## src/rtl/plreg_multilane_skid.sv

```systemverilog
// Pipeline register for a multi-lane issue bundle with a 2-entry skid buffer.
// The main entry is presented downstream. The skid entry absorbs the one
// bundle accepted while downstream stalls, so in_ready comes from state only.
// Ports:
//   clk, rst        clock and synchronous active-high reset
//   flush           drop all held bundles
//   in_valid/in_data/in_ready     upstream handshake (lane 0 oldest)
//   out_valid/out_data/out_ready  downstream handshake
//   stall_cnt, stat_clr           saturating stall-cycle counter and its clear
//   err_noncontig                 sticky flag for a non-contiguous lane mask
module plreg_multilane_skid #(
  parameter int unsigned LANES = 2,
  parameter int unsigned WIDTH = 128,
  parameter int unsigned CNT_W = 16
) (
  input  logic                   clk,
  input  logic                   rst,
  input  logic                   flush,
  input  logic [LANES-1:0]       in_valid,
  input  logic [LANES*WIDTH-1:0] in_data,
  output logic                   in_ready,
  output logic [LANES-1:0]       out_valid,
  output logic [LANES*WIDTH-1:0] out_data,
  input  logic                   out_ready,
  output logic [CNT_W-1:0]       stall_cnt,
  input  logic                   stat_clr,
  output logic                   err_noncontig
);

  localparam int unsigned DW = LANES * WIDTH;

  typedef enum logic [1:0] {
    ST_EMPTY = 2'd0,
    ST_ONE   = 2'd1,
    ST_FULL  = 2'd2
  } state_e;

  state_e           state_q, state_d;
  logic [LANES-1:0] main_vld_q, main_vld_d;
  logic [LANES-1:0] skid_vld_q, skid_vld_d;
  logic [DW-1:0]    main_dat_q, main_dat_d;
  logic [DW-1:0]    skid_dat_q, skid_dat_d;
  logic [CNT_W-1:0] cnt_q, cnt_d;
  logic             err_q, err_d;

  logic             in_fire;
  logic             out_fire;
  logic             contig;

  // Handshake decode; in_ready depends on the state register only.
  assign in_ready      = (state_q != ST_FULL);
  assign out_valid     = (state_q != ST_EMPTY) ? main_vld_q : '0;
  assign out_data      = main_dat_q;
  assign stall_cnt     = cnt_q;
  assign err_noncontig = err_q;

  assign in_fire  = (|in_valid) & in_ready;
  assign out_fire = (|out_valid) & out_ready;

  // A mask of the form 0..01..1 has no overlap with itself plus one.
  assign contig = ((in_valid & (in_valid + LANES'(1))) == '0);

  // Next-state logic for the skid FSM, status flag and stall counter.
  always_comb begin
    state_d    = state_q;
    main_vld_d = main_vld_q;
    main_dat_d = main_dat_q;
    skid_vld_d = skid_vld_q;
    skid_dat_d = skid_dat_q;
    cnt_d      = cnt_q;
    err_d      = err_q;

    case (state_q)
      ST_EMPTY: begin
        if (in_fire) begin
          state_d    = ST_ONE;
          main_vld_d = in_valid;
          main_dat_d = in_data;
        end
      end
      ST_ONE: begin
        if (in_fire && out_fire) begin
          main_vld_d = in_valid;
          main_dat_d = in_data;
        end else if (in_fire) begin
          state_d    = ST_FULL;
          skid_vld_d = in_valid;
          skid_dat_d = in_data;
        end else if (out_fire) begin
          state_d    = ST_EMPTY;
          main_vld_d = '0;
        end
      end
      ST_FULL: begin
        if (out_fire) begin
          state_d    = ST_ONE;
          main_vld_d = skid_vld_q;
          main_dat_d = skid_dat_q;
          skid_vld_d = '0;
        end
      end
      default: state_d = ST_EMPTY;
    endcase

    // Flush drops everything held, including a bundle accepted this cycle.
    if (flush) begin
      state_d    = ST_EMPTY;
      main_vld_d = '0;
      skid_vld_d = '0;
    end

    if (in_fire && !contig) begin
      err_d = 1'b1;
    end

    if (stat_clr) begin
      cnt_d = '0;
    end else if ((state_q != ST_EMPTY) && !out_ready && !flush && (cnt_q != '1)) begin
      cnt_d = cnt_q + CNT_W'(1);
    end
  end

  // State registers with synchronous reset.
  always_ff @(posedge clk) begin
    if (rst) begin
      state_q    <= ST_EMPTY;
      main_vld_q <= '0;
      main_dat_q <= '0;
      skid_vld_q <= '0;
      skid_dat_q <= '0;
      cnt_q      <= '0;
      err_q      <= 1'b0;
    end else begin
      state_q    <= state_d;
      main_vld_q <= main_vld_d;
      main_dat_q <= main_dat_d;
      skid_vld_q <= skid_vld_d;
      skid_dat_q <= skid_dat_d;
      cnt_q      <= cnt_d;
      err_q      <= err_d;
    end
  end

endmodule

```

## config.mk

```make
export PLATFORM = sky130hd
export DESIGN_NAME = plreg_multilane_skid
export DESIGN_NICKNAME = d
export VERILOG_FILES = /design/src/rtl/plreg_multilane_skid.sv
export SDC_FILE = /design/constraint.sdc
export NUM_CORES = 1
export LEC_CHECK = 0
export BUFFER_PORTS_ARGS = -buffer_cell sky130_fd_sc_hd__buf_2
export CAP_MARGIN = 20
export CORE_UTILIZATION = 25
export DETAILED_ROUTE_END_ITERATION = 10
export SLEW_MARGIN = 20
export SYNTH_ARGS = -nofsm -noshare
export SYNTH_HDL_FRONTEND = slang
export SYNTH_SLANG_ARGS = --single-unit
```

## constraint.sdc

```tcl
create_clock -name clk -period 4.1 [get_ports clk]
set_input_delay 0.41 -clock clk [delete_from_list [all_inputs] [get_ports clk]]
set_output_delay 0.41 -clock clk [all_outputs]
set_load 0.02 [all_outputs]
```

==> impl_results.md, run 1 <==
- Run status: finished clean
- Placement Cell Area: 0.0281 mm2
- HPWL after detailed placement: 49.0 mm
- CP delay by family, top: simple AND/OR/NAND/NOR gates
- Peak VDD IR: 279 uV
- # fillers: 10100
- Final setup viols: 0
- RSZ-0062 raised after global routing: no
- Worst setup margin: 883 ps
- Crit. path cell count: 8
- DRC: 0
- Top-count cell post-synth: dfxtp_1
- Crit path largest cell delay: 620 ps
- Critical-path maximum fanout: 21
- I/O Pins: 539
- Share of cells above drive strength 1: 0.287
- Largest net degree at the start of global routing: 163
- Crit share post-route: 0.785
- Fmax: 311 MHz
- Cell accounting for the most synthesized area: dfxtp_1
- Final #Nets: 3527
- DR pass1 iterations: 5
- Clock latency on the worst-skew pair: 620 ps
- Die area: 0.0987 mm2
- Hold Crit Class: in -> reg
- Worst path slowest cell: nor4_1
- Die height: 314 um
- Sequential share of the synthesized area: 0.439
- H-tree level count: 3
- Setup TNS Final: 0 ps
- Top_reg_cell synth: dfxtp_1
- Total Wirelength: 78.7 mm
- First-pass GRT wire length: 120 mm
- WP data required: 4550 ps
- Clock Tree Buf Depth: 3
- WHS Path Cells: 3
- Asr flop ratio synth: 0
- Post-Place Cells: 4334
- # port buffers: 538
- CP startpoint kind: flop
- Antenna violations before repair: 22
- Yosys warnings: 0
- Max-cap viol count: 0
- R2R depth: 8
- Arrival time of the worst setup path: 3670 ps
- Unique cell type count in the Yosys netlist: 49
- Top cell type's share of synthesized area: 0.439
- WP buf/inv: 3
- Slew headroom: 0.260
- Initial core utilization: 0.252
- Placer Congestion: 0.779
- Clock Pin Slew Worst Setup and Hold Paths: 60 ps
- Syn Nets: 3000
- Total congestion overflow: 0
- Fin. max-slew vios: 0
- Synthesis-to-finish area growth: 29.9%
- Crit-path cells: inv_1 > ha_1 > nand2b_1 > nor4_1 > or3_4 > buf_12 > buf_4 > a221oi_2
- Endpoints failing hold: 0
- Min Tclk post-route: 3220 ps
- Worst slew pin tran: 1110 ps
- GRT Overall Usage: 0.152
- Largest cells by area after synthesis: dfxtp_1 44%, a221oi_2 15%, a211oi_1 8.0%
- Seq cells post-synth: 535
- Number of synthesized flops with an enable pin: 0
- Design Area, Final: 0.0317 mm2
- Wire per inst: 17.1 um
- Synth cell count leaders: 535 x dfxtp_1, 518 x nand2_1, 273 x a21oi_1
- Hold slack: 44.3 ps
- Mapped Area: 0.0244 mm2
- Vias/cell: 4.74
- Row count: 114
- Leakage: 12.3 nW
- Vias in the first global route: 20400
- Die outline width: 314 um
- Placeable Area: 0.0966 mm2
- TritonCTS buffer count: 67
- Starting DRT DRC Count: 1303
- Root buf cell: clkbuf_16
- CP endpoint kind: flop
- Resized cells post-CTS: 0
- Power per cell area: 464 mW/mm2
- Synth Instances: 2731
- Synthesized area per cell: 8.93 um2
- Clock sinks: 535
- Clock skew: 17.8 ps
- Post-route ant nets: 0
- Vias: 21800
- Non-filler cells, final: 4595
- CTS tree: built
- Dpl ws: 855 ps
- Setup Crit Path Kind: reg -> reg
## stage by stage
stage,total power [mW],util
after floorplan,7.78,-
after global placement,8.67,0.291
after detailed placement,8.71,0.291
after CTS,14.9,0.327
after global routing,15.4,0.328
final,14.7,0.328
## worst register-to-register path, cell delays in order (launching register included)
cell,delay (ps)
dfxtp_1,470
inv_1,120
ha_1,270
nand2b_1,380
nor4_1,620
or3_4,470
buf_12,260
buf_4,350
a221oi_2,100
## registers in the layout, indices dropped and copies added (netlist names)
register and flops:
out_data 256, skid_dat_q 256, stall_cnt 16, main_vld_q 2, skid_vld_q 2, state_q 2
err_noncontig 1
## logic make-up after synthesis
kind of cell | synth area share
flip-flops | 0.439
multiplexers | 0.000411
AND/OR/NAND/NOR | 0.161
AO/OA/AOI/OAI | 0.302
adder cells (fa/ha/maj) | 0.00349
buffers and inverters | 0.0940
## power breakdown
| group | total [mW] | internal [mW] | switching, mW |
|---|---|---|---|
| logic | 2.80 | 1.01 | 1.79 |
| registers | 5.88 | 5.65 | 0.229 |
| clock network | 6.01 | 3.64 | 2.37 |
| total | 14.7 | 10.3 | 4.39 |
## final timing paths
kind / from / to / slack [ps]
hold / removal: in_data[73] / skid_dat_q[73]$_SDFFE_PP0P_ / 40
hold reg to reg: skid_dat_q[160]$_SDFFE_PP0P_ / skid_dat_q[160]$_SDFFE_PP0P_ / 450
setup / recovery: state_q[1]$_SDFFE_PP0P_ / out_data[233]$_SDFFE_PP0P_ / 880
setup reg to reg: state_q[1]$_SDFFE_PP0P_ / out_data[233]$_SDFFE_PP0P_ / 880
## what timing repair did
action / in CTS / in global routing
endpoints found under the hold margin: 131 / 0
setup endpoints to repair: 0 / 0
buffers inserted: 0 / 0
hold buffers: 131 / 0
## cells in the final DEF, fill, tap and decap left out, types with 19 or more instances in the layout
cell type / netlist / routed
buf_4: 9 / 35
a211oi_1: 259 / 259
buf_2: 73 / 537
and2_1: 259 / 259
dlygate4sd3_1: 0 / 131
a221oi_2: 240 / 240
clkbuf_16: 0 / 71
buf_12: 0 / 19
inv_1: 259 / 259
dfxtp_1: 535 / 535
a21oi_1: 273 / 273
nand2_1: 518 / 518
## layer usage
layer,GRT usage,vias up,wire [um]
met2,0.240,574,36300
li1,-,10600,-
met4,0.0712,20,2960
met1,0.192,10400,34000
met3,0.0410,159,5330
met5,0,-,130
## cell type report
class / instances / area (um2) / share of cell area
sequential: 535 / 10700 / 0.338
clock inverter: 17 / 185 / 0.00585
tap: 1276 / 1600 / 0.0504
timing repair buffer: 723 / 4660 / 0.147
clock buffer: 100 / 2050 / 0.0646
multi-input combinational: 1671 / 11400 / 0.362
antenna: 13 / 32.5 / 0.00103
inverter: 260 / 983 / 0.0311
Note: power is estimated with default switching activity, not from simulation.
==> run 2, diff against run 1 <==
Settings changed: ABC_AREA set to 1.
Clock period 4.1 ns to 2.83 ns, I/O delays scaled along.
==> run 2 against run 1 <==
Cell count grew 16%. Count of clock-buffer cells in the layout grew 5. Register-to-register slack lost 420 ps. Clock skew is essentially flat. Area after synthesis shrank 2.2%. Die area shrank 2.2%. Synthesized cell count grew 22%. Clock power grew 39%. Critical path type is now reg -> out. Core utilization grew 2.2 points. Worst setup slack lost 610 ps. Largest cell class unchanged. Largest power group is now registers.
==> impl_results.md, run 2 <==
- Starting DRT DRC Count: 1792
- Clock sinks: 535
- Synth Instances: 3334
- Largest net degree at the start of global routing: 103
- Wire per inst: 14.4 um
- HPWL after detailed placement: 51.9 mm
- Design Area, Final: 0.0328 mm2
- Leakage: 14.6 nW
- Worst setup margin: 276 ps
- # port buffers: 538
- Hold path start: flush
- Post-Place Cells: 4956
- I/O Pins: 539
- Vias in the first global route: 22400
- Largest cells by area after synthesis: dfxtp_1 45%, o21ai_0 11%, nand2_1 9.4%
- Reg-to-reg slack, setup: 460 ps
- Synthesized area per cell: 7.15 um2
- Top-count cell post-synth: nand2_1
- CTS tree: built
- Total Wirelength: 76.8 mm
- Initial core utilization: 0.254
- Fmax: 392 MHz
- Die outline width: 311 um
- Yosys warnings: 0
- Commonest cells after routing, fill and taps aside: 596 x nand2_1, 538 x buf_2, 535 x dfxtp_1
- Overall Power: 24.2 mW
- CP endpoint kind: output pin
- First-pass GRT wire length: 122 mm
- Sw Share: 0.329
- Combinational fraction of design power: 0.277
- Number of synthesized flops with an enable pin: 0
- Final #Nets: 4295
- Clock group share of total power: 0.345
- Min Tclk post-route: 2550 ps
- Vias/cell: 4.51
- Fin. max-slew vios: 0
- Power per cell area: 737 mW/mm2
- Setup Crit Path Kind: reg -> out
- TritonCTS buffer count: 66
- WHS Path Cells: 4
- Hold slack: 50.6 ps
- Run status: finished clean
- Mapped Area: 0.0238 mm2
- Top cell type's share of synthesized area: 0.450
- Dpl ws: 451 ps
- Critical-path maximum fanout: 40
- Commonest non-fill, non-tap cell in the layout: nand2_1
- Vias: 24000
- Row count: 112
- Reg-to-reg critical path endpoint: out_data[155]$_SDFFE_PP0P_
- Clock Tree Buf Depth: 3
- Worst slew pin tran: 772 ps
- Reg2reg start: state_q[0]$_SDFFE_PP0P_
- Endpoints failing hold: 0
- Antenna violations before repair: 4
- RSZ-0062 raised after global routing: no
- Setup TNS Final: 0 ps
- Asr flop ratio synth: 0
- H-tree level count: 3
- Syn Nets: 3603
- Final setup viols: 0
- Cell accounting for the most synthesized area: dfxtp_1
- Synth cell count leaders: 596 x nand2_1, 535 x dfxtp_1, 511 x o21ai_0, 296 x nor2_1, 278 x inv_1
- Clock Pin Slew Worst Setup and Hold Paths: 60 ps
- Clock skew: 17.7 ps
- R2R depth: 13
- Seq cells post-synth: 535
- Placement Cell Area: 0.0281 mm2
- Top_reg_cell synth: dfxtp_1
- Sequential power share: 0.378
- GRT Overall Usage: 0.154
- Hold EP: main_vld_q[0]$_SDFFE_PP0P_
- Cell Int Power: 16.2 mW
- Share of cells above drive strength 1: 0.188
- Unique cell type count in the Yosys netlist: 24
- Root buf cell: clkbuf_16
- Clock latency on the worst-skew pair: 600 ps
- Non-filler cells, final: 5332
- Slew headroom: 0.480
- DR pass1 iterations: 8
- Switching pwr: 7.98 mW
- Synthesis-to-finish area growth: 37.8%
- Post-route ant nets: 0
- Crit share post-route: 0.902
- Hold Crit Class: in -> reg
- Sequential share of the synthesized area: 0.450
- Die height: 311 um
- Final design utilization: 0.350
- Total congestion overflow: 0
- Arrival time of the worst setup path: 2270 ps
- CP startpoint kind: flop
- Peak VDD IR: 387 uV
- Placeable Area: 0.0939 mm2
- Placer Congestion: 0.814
- DRC: 0
- Max-cap viol count: 0
- WP data required: 2550 ps
- Die area: 0.0965 mm2
run 2: changes by cell type in the layout (fill, tap and decap cells not counted), moves of 19 or more:
cell           delta
a211oi_1        -259
a221oi_2        -240
and2_1          -259
buf_4            +50
dlygate4sd3_1   +125
inv_1            +19
nand2_1          +78
nor2_1          +285
nor3_1          +254
o21ai_0         +504
o21bai_1        +257
run 2: worst max path at each step:
| stage | start | to | slack (ps) | depth (start not counted) |
|---|---|---|---|---|
| after floorplan | state_q[0]$_SDFFE_PP0P_ | out_data[192]$_SDFFE_PP0P_ | 980 | 9 |
| after global placement | state_q[0]$_SDFFE_PP0P_ | out_data[127]$_SDFFE_PP0P_ | 520 | 11 |
| after detailed placement | state_q[0]$_SDFFE_PP0P_ | out_data[132]$_SDFFE_PP0P_ | 450 | 10 |
| after CTS | state_q[0]$_SDFFE_PP0P_ | in_ready | 10 | 6 |
| after global routing | state_q[0]$_SDFFE_PP0P_ | in_ready | 140 | 6 |
| final | state_q[0]$_SDFFE_PP0P_ | in_ready | 280 | 6 |
run 2: final cells by class:
class | instances | area (um2)
Sequential cell | 535 | 10700
Fill cell | 9931 | 61100
Multi-Input combinational cell | 2231 | 10800
Clock inverter | 11 | 70.1
Antenna cell | 4 | 10.0
Clock buffer | 105 | 2060
Inverter | 283 | 1080
Tap cell | 1254 | 1570
Timing Repair Buffer | 909 | 6490
run 2: power groups by stage:
stage / clock network [mW] / logic (mW) / registers [mW]
floorplan: 0 / 3.44 / 10.1
global placement: 0 / 6.34 / 9.30
detailed placement: 0 / 6.42 / 9.31
CTS: 8.66 / 6.74 / 9.16
global route: 8.92 / 7.44 / 9.26
finish: 8.35 / 6.71 / 9.15
run 2: critical path: stages, from the launching register on:
cell and delay [ps]:
dfxtp_1 350, inv_1 110, ha_2 360, clkinv_8 230, buf_12 250, buf_4 190
buf_2 160
run 2: repair_timing:
item / in CTS / in global routing
setup buffers: 0 / 0
endpoints found under the hold margin: 363 / 0
endpoints found under the setup margin: 0 / 1
hold buffers: 256 / 0
resized for setup: 0 / 2
run 2: logic make-up after synthesis:
logic type | synth area share
AOI/OAI and AO/OA | 0.247
xor gates and xnor gates | 0.00331
adders and majority gates | 0.00315
buffers and inverters | 0.0969
DFF | 0.450
and+or+nand+nor | 0.200
run 2: routing by layer:
layer  vias up  track usage  part of all wire
met1     11000        0.195              0.45
met4         0       0.0626             0.035
li1      12300            -                 -
met3       144       0.0334             0.054
met2       571        0.253              0.46
met5         -            0                 0
